==> config.mk <==
export PLATFORM = sky130hd
export DESIGN_NAME = jt900h_intc
export DESIGN_NICKNAME = d
export VERILOG_FILES = /design/src/rtl/jt900h_intc.sv
export SDC_FILE = /design/constraint.sdc
export NUM_CORES = 1
export LEC_CHECK = 0
export ABC_AREA = 1
export BUFFER_PORTS_ARGS = -buffer_cell sky130_fd_sc_hd__buf_2
export CAP_MARGIN = 20
export CORE_MARGIN = 3
export CORE_UTILIZATION = 53
export CTS_BUF_LIST = sky130_fd_sc_hd__clkbuf_2 sky130_fd_sc_hd__clkbuf_4 sky130_fd_sc_hd__clkbuf_8
export DETAILED_ROUTE_END_ITERATION = 10
export GPL_ROUTABILITY_DRIVEN = 0
export GPL_TIMING_DRIVEN = 0
export HOLD_SLACK_MARGIN = 0.1
export PLACE_DENSITY = 0.77
export SLEW_MARGIN = 40
export SYNTH_ARGS = -nofsm -noshare
export SYNTH_HDL_FRONTEND = slang
export SYNTH_SLANG_ARGS = --single-unit
==> constraint.sdc <==
create_clock -name clk -period 19.85 [get_ports clk]
set_clock_uncertainty 0.2 [all_clocks]
set_input_delay 0.9925 -clock clk [delete_from_list [all_inputs] [get_ports clk]]
set_output_delay 0.9925 -clock clk [all_outputs]
set_load 0.02 [all_outputs]
==> src/rtl/jt900h_intc.sv <==
// Edge-latching interrupt controller for the jt900h CPU: programmable 3-bit
// levels per source plus NMI, registered arbitration, and a vector latch on acknowledge.
module jt900h_intc #(
    parameter int         NSRC   = 16,
    parameter logic [7:0] VBASE  = 8'h20,
    parameter logic [7:0] NMIVEC = 8'h08
) (
    input  logic            clk,
    input  logic            rst,
    input  logic            cen,
    input  logic [NSRC-1:0] src,
    input  logic            nmi,
    input  logic [2:0]      addr,
    input  logic [7:0]      din,
    input  logic            we,
    output logic [7:0]      dout,
    output logic            irq,
    output logic [2:0]      int_lvl,
    input  logic            irq_ack,
    output logic [7:0]      vec
);

    localparam int SW = (NSRC > 2) ? $clog2(NSRC) : 1;

    logic [NSRC-1:0] pend, src_l, pend_set, pend_wclr, pend_aclr;
    logic [2:0]      prio [NSRC];
    logic            nmi_pend, nmi_l, ack_l, sel_nmi, ack_rise;
    logic [SW-1:0]   sel, arb_sel;
    logic            arb_req, arb_nmi;
    logic [2:0]      arb_lvl;

    assign pend_set = src & ~src_l;
    assign ack_rise = irq_ack & ~ack_l & irq;

    always_comb begin
        pend_wclr = '0;
        pend_aclr = '0;
        for (int i = 0; i < NSRC; i++) begin
            pend_wclr[i] = we && (addr == 3'(i / 2)) && !din[4 * (i % 2) + 3];
            pend_aclr[i] = ack_rise && !sel_nmi && (sel == SW'(i));
        end
    end

    // Strict compare in ascending order keeps the lowest index on ties;
    // starting from level 0 masks prio=0 sources.
    always_comb begin
        arb_req = 1'b0;
        arb_nmi = 1'b0;
        arb_lvl = 3'd0;
        arb_sel = '0;
        if (nmi_pend) begin
            arb_req = 1'b1;
            arb_nmi = 1'b1;
            arb_lvl = 3'd7;
        end else begin
            for (int i = 0; i < NSRC; i++) begin
                if (pend[i] && prio[i] > arb_lvl) begin
                    arb_req = 1'b1;
                    arb_lvl = prio[i];
                    arb_sel = SW'(i);
                end
            end
        end
    end

    always_comb begin
        dout = 8'd0;
        for (int k = 0; k < NSRC / 2; k++) begin
            if (addr == 3'(k))
                dout = {pend[2*k+1], prio[2*k+1], pend[2*k], prio[2*k]};
        end
    end

    always_ff @(posedge clk) begin
        if (rst) begin
            pend     <= '0;
            nmi_pend <= 1'b0;
            src_l    <= src;
            nmi_l    <= nmi;
            ack_l    <= irq_ack;
            irq      <= 1'b0;
            int_lvl  <= 3'd0;
            sel      <= '0;
            sel_nmi  <= 1'b0;
            vec      <= 8'd0;
            for (int i = 0; i < NSRC; i++)
                prio[i] <= 3'd0;
        end else if (cen) begin
            src_l    <= src;
            nmi_l    <= nmi;
            ack_l    <= irq_ack;
            // A new edge wins over any clear in the same cycle.
            pend     <= (pend & ~pend_wclr & ~pend_aclr) | pend_set;
            nmi_pend <= (nmi_pend & ~(ack_rise & sel_nmi)) | (nmi & ~nmi_l);
            for (int i = 0; i < NSRC; i++) begin
                if (we && addr == 3'(i / 2))
                    prio[i] <= din[4 * (i % 2) +: 3];
            end
            if (!irq_ack) begin
                irq     <= arb_req;
                int_lvl <= arb_lvl;
                sel     <= arb_sel;
                sel_nmi <= arb_nmi;
            end
            if (ack_rise)
                vec <= sel_nmi ? NMIVEC : VBASE + 8'({sel, 2'b00});
        end
    end

endmodule
==> reports/metrics.yaml, run 1 <==
routing:
  first_pass_iters: 7
  routed_wl_mm: 15.43
  postRouteAntennaNets: 0
  drc: 0
  routedWlPerCell_um: 16.75
  dr.first_iter.drc_count: 612
  viasPerCell: 5.834
  dr_total_vias: 5373
power_and_ir_drop:
  p_int_mw: 0.3412
  power.leakage_nw: 2.881
  vdd_drop_max_mv: 0.05496
  sequentialPowerShare_pct: 47.1
  clockPowerShare_pct: 24.2
  sw_frac_of_total_pct: 33.66
  p_per_area_nw_per_um2: 78.33
  finalPower_mw: 0.5144
  power.switching_mw: 0.1731
  p_comb_share_pct: 28.7
global_route:
  grt_overflow_total: 0
  grt_max_degree: 19
  grt_usage_pct: 24.91
  grt_pass1_wl_mm: 25.03
  first_global_vias: 5199
  antenna_found_initial: 1
final_layout:
  stdcell_area_um2: 6566
  drive_gt1_share_pct: 16.90
  n_antenna_cell: 0
  areaGrowthSynthToFinish_pct: 10.48
  fill_cells: 914
  fin_nets: 830
  utilization_pct: 60.31
  finalNonFillerCells: 921
critical_path:
  cp_max_fo: 7
  critPathRequiredTime_ps: 19910
  crit_start: "prio[0][2]"
  worstSetupPathType: "register to register"
  worstPathArrival_ps: 18010
  critPathLaunchType: "register"
  slowest_stage: "edfxtp_1"
  crit_family: "simple AND/OR/NAND/NOR gates"
  cpPeakStageDelay_ps: 380
  crit_buf_inv: 14
  r2r-start: "prio[0][2]"
  path_common_cell: "ha_1"
  critPathCaptureType: "register"
sta:
  finalMaxSlewViolations: 0
  whs_ps: 280.3
  worst_slew_pin_slew_ps: 721.0
  max_freq_mhz: 55.71
  period_needed_ps: 17950
  fin_crit_sh_pct: 90.43
  rsz0062_at_grt: "no"
  relSlewSlack_pct: 51.57
  hold_viol_final: 0
  tns_ps: 0
  worst_slack_ps: 1899
  finalSetupViolCount: 0
clock_network:
  cts_max_level: 3
  root_buffer: "clkbuf_8"
  cts.sinks: 97
  postCtsSetupBuffers: 0
  clockBufferDepth: 2
  cts_buffers: 9
  tritoncts: "built"
  clk_pin_slew_ps: 90
  clk_latency_ps: 370
synth:
  synthFlopType: "edfxtp_1"
  synth_edf_count: 66
  synth-compound-area-share_pct: 14.65
  synth_xor_area_share_pct: 0
  synthMuxAreaShare_pct: 0
  synth_top_family_by_area: "simple AND/OR/NAND/NOR gates"
  synthAdderAreaFrac_pct: 4.421
  yosysWarnings: 0
  synthDistinctLibCells: 39
  synth_simple_gate_area_share_pct: 29.37
  ys_async_sr_fraction_pct: 0
  syn_inst: 718
  ys_ff_latch: 97
  yosysSeqAreaShare_pct: 43.79
  syn_area_um2: 5943
  avgSynthCellArea_um2: 8.277
floorplan:
  die_h_um: 111.9
  die_area_um2: 12520
  initial_core_util_pct: 54.59
  die_x_um: 111.9
  coreArea_um2: 10890
  rows: 38
  io_pins: 53
hold_path:
  hp-class: "register to register"
  min_from: "vec[3]"
placed_design:
  dpl_cell_area_um2: 6366
  place_inst: 905
  place_ws_ps: 1676
  io_buffers: 45
  dp_hpwl_mm: 12.24
job:
  cap_violations: 0
outcome:
  outcome: "finished clean"
final timing paths:
path	to	slack [ps]	cells past startpoint
setup / recovery	irq	1900	108
hold / removal	vec[3]	280	2
setup reg to reg	irq	1900	108
hold reg to reg	vec[3]	280	2
state kept, by name, indices dropped and copies added, names as in the netlist:
signal    count
src_l        16
irq           1
int_lvl       3
sel           4
ack_l         1
prio         48
vec           5
sel_nmi       1
nmi_pend      1
nmi_l         1
pend         16
area by class of cell:
type | instances | area [um^2] | share of cell area [%]
Multi-Input combinational cell | 504 | 2910 | 44.32
Sequential cell | 97 | 2603 | 39.63
Inverter | 106 | 397.9 | 6.059
Timing Repair Buffer | 45 | 225.2 | 3.430
Tap cell | 140 | 175.2 | 2.668
Clock buffer | 9 | 123.9 | 1.886
Clock inverter | 7 | 71.32 | 1.086
Buffer | 13 | 60.06 | 0.9146
cell usage after synthesis (4+ instances only):
cell / instances / share of area, %
o22ai_1: 12 / 1.3
ha_1: 21 / 4.4
or2_2: 5 / 0.53
nand3_2: 14 / 2.4
inv_1: 100 / 6.3
o21ai_0: 32 / 2.7
nand2_2: 18 / 1.9
nand2_1: 144 / 9.1
nand3_1: 39 / 3.3
nand4_1: 9 / 0.95
o221ai_1: 15 / 2.2
edfxtp_1: 66 / 33
nand3b_1: 16 / 2.0
dfxtp_1: 31 / 10
clkbuf_1: 8 / 0.51
nand2_4: 18 / 3.4
a221oi_1: 6 / 0.88
o211ai_1: 4 / 0.51
a21boi_0: 5 / 0.63
o21a_1: 7 / 0.88
nor3_1: 12 / 1.0
nor2_1: 60 / 3.8
a21oi_1: 46 / 3.9
power by group through the flow:
stage | logic (mW) | clock network, mW | registers, mW
floorplan | 0.111 | 0 | 0.243
finish | 0.148 | 0.125 | 0.242
CTS | 0.146 | 0.125 | 0.241
detailed placement | 0.144 | 0 | 0.246
global route | 0.165 | 0.132 | 0.244
global placement | 0.139 | 0 | 0.246
tightest hold or removal path, delay by kind of cell, from the launching register on:
kind            cells  cell delay [ps]
flops               1              320
buf+inv             1               50
compound gates      1               60
logic make-up after synthesis:
| kind of cell | count (synthesis) |
|---|---|
| and+or+nand+nor | 341 |
| other | 1 |
| adders and majority gates | 21 |
| AOI/OAI and AO/OA | 139 |
| DFF | 97 |
| buffers and inverters | 119 |
metal layers:
metal / share of wire (%) / GRT usage (%) / up-vias / routed length [um]
li1: - / - / 2564 / -
met3: 9.5 / 5.109 / 60 / 1459
met4: 3.4 / 10.38 / 2 / 517
met5: 0.084 / 0 / - / 13
met2: 46 / 41.05 / 296 / 7096
met1: 41 / 31.99 / 2451 / 6339
layout by cell type, fill, tap and decap left out, drive strengths merged, types with 2 or more instances in the layout:
cell      instances
a21oi            50
o22ai            12
o221ai           15
a221oi            6
o21ai            34
nor3             12
clkbuf           17
nand3            55
or2               5
o21a              7
dfxtp            31
nand2           180
o2111ai           2
conb              3
and2              2
buf              50
ha               21
edfxtp           66
a21boi            5
nor2             60
nand3b           16
clkinv            6
inv             103
o21bai            2
clkinvlp          3
o211ai            4
nand4             9
repair_timing:
item | 4_1_cts | 5_1_grt
hold buffers | 0 | 0
endpoints found under the setup margin | 0 | 3
gates resized for setup | 0 | 5
hold endpoints to repair | 0 | 0
Power figures use the tool's default switching activity.
==> run 2: changes to the inputs <==
PLACE_DENSITY = 0.72   (was 0.77)
==> run 2 against run 1 <==
Final cell count unchanged. Register-to-register slack worse by 130 ps. Fmax down 0.72%. Flip-flop and latch count unchanged. Setup slack worse by 130 ps. Critical endpoint unchanged. Combinational power about the same.
==> reports/metrics.yaml, run 2 (synthesis results as in run 1) <==
final_layout:
  fill_cells: 952  # was 914
  finalNonFillerCells: 921  # unchanged
  drive_gt1_share_pct: 17.03  # was 16.90%
  n_antenna_cell: 0  # unchanged
  regMostFlops: "prio"  # unchanged
  register_area_um2: 2603  # unchanged
  fin_nets: 830  # unchanged
  top_regs: "prio: 48 flops, pend: 16 flops, src_l: 16 flops"  # unchanged
  largest_reg_flops: 48  # unchanged
  multi_input_area_um2: 2915  # was 2910 um^2
  final_common_cell: "nand2_1"  # unchanged
  layout_common_cells: "144 x nand2_1, 100 x inv_1, 66 x edfxtp_1, 60 x nor2_1, 46 x a21oi_1"  # unchanged
  areaGrowthSynthToFinish_pct: 10.65  # was 10.48%
clock_network:
  clk_latency_ps: 370  # about the same
  cts-resized-gates: 0  # unchanged
  root_buffer: "clkbuf_8"  # unchanged
  cts.sinks: 97  # unchanged
  cts_max_level: 3  # unchanged
  postCtsSetupBuffers: 0  # unchanged
  tritoncts: "built"  # unchanged
  hold_buffers: 0  # unchanged
  clk_pin_slew_ps: 90  # about the same
  cts_buffers: 9  # unchanged
  clockBufferDepth: 2  # unchanged
power_and_ir_drop:
  vdd_drop_max_mv: 0.07350  # was 0.05496 mV
  power.leakage_nw: 2.887  # was 2.881 nW
  p_per_area_nw_per_um2: 78.97  # was 78.33 nW/um^2
hold_path:
  min_from: "vec[5]"  # was vec[3]
  hp-class: "register to register"  # unchanged
  holdPathStages: 2  # unchanged
global_route:
  grtUsageMet2_pct: 40.93  # was 41.05%
  antenna_found_initial: 0  # was 1
  grt_use_met1_pct: 33.07  # was 31.99%
  grt_max_degree: 19  # unchanged
  grt_overflow_total: 0  # unchanged
  grt_usage_pct: 25.12  # was 24.91%
  grt_pass1_wl_mm: 24.94  # was 25.03 mm
  top_usage_layer: "met2"  # unchanged
  first_global_vias: 5131  # was 5199
  met3_usage_pct: 3.696  # was 5.109%
critical_path:
  worstPathArrival_ps: 18150  # was 18010 ps
  r2r-start: "prio[0][0]"  # was prio[0][2]
  critPathLaunchType: "register"  # unchanged
  crit_start: "prio[0][0]"  # was prio[0][2]
  crit_buf_inv: 14  # unchanged
  slowest_stage: "edfxtp_1"  # unchanged
  critPathRequiredTime_ps: 19920  # was 19910 ps
  critPathCaptureType: "register"  # unchanged
  cpPeakStageDelay_ps: 360  # was 380 ps
  path_common_cell: "o21ai_0"  # was ha_1
  r2r_slack_ps: 1770  # was 1900 ps
  reg2reg_depth: 107  # was 108
  crit_family: "compound AO/OA/AOI/OAI gates"  # was simple AND/OR/NAND/NOR gates
  critical_path_depth: 107  # was 108
  cp_max_fo: 7  # unchanged
  worstSetupPathType: "register to register"  # unchanged
routing:
  routed_wl_mm: 15.35  # was 15.43 mm
  drc: 0  # unchanged
  postRouteAntennaNets: 0  # unchanged
  dr_total_vias: 5246  # was 5373
  viasPerCell: 5.696  # was 5.834
  dr.first_iter.drc_count: 612  # unchanged
  routedWlPerCell_um: 16.67  # was 16.75 um
  first_pass_iters: 6  # was 7
job:
  cap_violations: 0  # unchanged
sta:
  fin_crit_sh_pct: 91.09  # was 90.43%
  max_freq_mhz: 55.30  # was 55.71 MHz
  hold_viol_final: 0  # unchanged
  finalSetupViolCount: 0  # unchanged
  tns_ps: 0  # unchanged
  period_needed_ps: 18080  # was 17950 ps
  rsz0062_at_grt: "no"  # unchanged
  finalMaxSlewViolations: 0  # unchanged
  relSlewSlack_pct: 53.00  # was 51.57%
  worst_slew_pin_slew_ps: 703.3  # was 721.0 ps
floorplan:
  io_pins: 53  # unchanged
  rows: 38  # unchanged
  die_x_um: 111.9  # unchanged
  die_h_um: 111.9  # unchanged
  coreArea_um2: 10890  # unchanged
  initial_core_util_pct: 54.59  # unchanged
  die_area_um2: 12520  # unchanged
placed_design:
  io_buffers: 45  # unchanged
  place_inst: 905  # unchanged
  dp_hpwl_mm: 12.42  # was 12.24 mm
outcome:
  outcome: "finished clean"  # unchanged
[run 2: changes by cell type in the layout (fill, tap and decap cells not counted), sizes merged]
cell,previous run,this run
inv,103,106
clkinv,6,4
clkinvlp,3,2
[run 2: power breakdown]
group          switching [mW]  internal, mW
Clock                  0.0716        0.0593
Combinational          0.0940        0.0525
Sequential             0.0111         0.231
Total                   0.177         0.343
[run 2: metrics by stage]
stage / hold WS [ps] / area [um^2] / total power, mW / utilization [%] / setup WS (ps)
6_report: 278.9 / 6576 / 0.5193 / 60.40 / 1768
5_1_grt: 312.4 / 6576 / 0.5470 / 60.40 / 39.32
4_1_cts: 278.9 / 6571 / 0.5190 / 60.35 / 1740
3_5_place_dp: 264.1 / 6371 / 0.3912 / 58.52 / 1816
3_3_place_gp: 255.8 / 6351 / 0.3852 / 58.33 / 2363
2_1_floorplan: 250.0 / 5951 / 0.3535 / - / 3988
[run 2: tightest hold or removal path, stage by stage, from the launching register on]
cell	delay (ps)
dfxtp_1	320
nand2_1	60
a21oi_1	60
[run 2: layout make-up]
type                    count  share of cell area [%]
plain buffers              13                  0.9132
clock buffers               9                   1.884
clock inverters             7                   1.161
inverters                 106                   6.050
multi-input cells         504                   44.33
flip-flops and latches     97                   39.57
well taps                 140                   2.664
repair buffers             45                   3.425
[run 2: final timing paths]
kind,to
hold reg to reg,vec[5]
setup reg to reg,irq
hold / removal,vec[5]
setup / recovery,irq
[run 2: per-layer routing]
| metal | up-vias | routed length, um |
|---|---|---|
| met3 | 47 | 1321 |
| li1 | 2566 | - |
| met5 | - | 0 |
| met2 | 259 | 7031 |
| met1 | 2374 | 6451 |
| met4 | 0 | 545 |
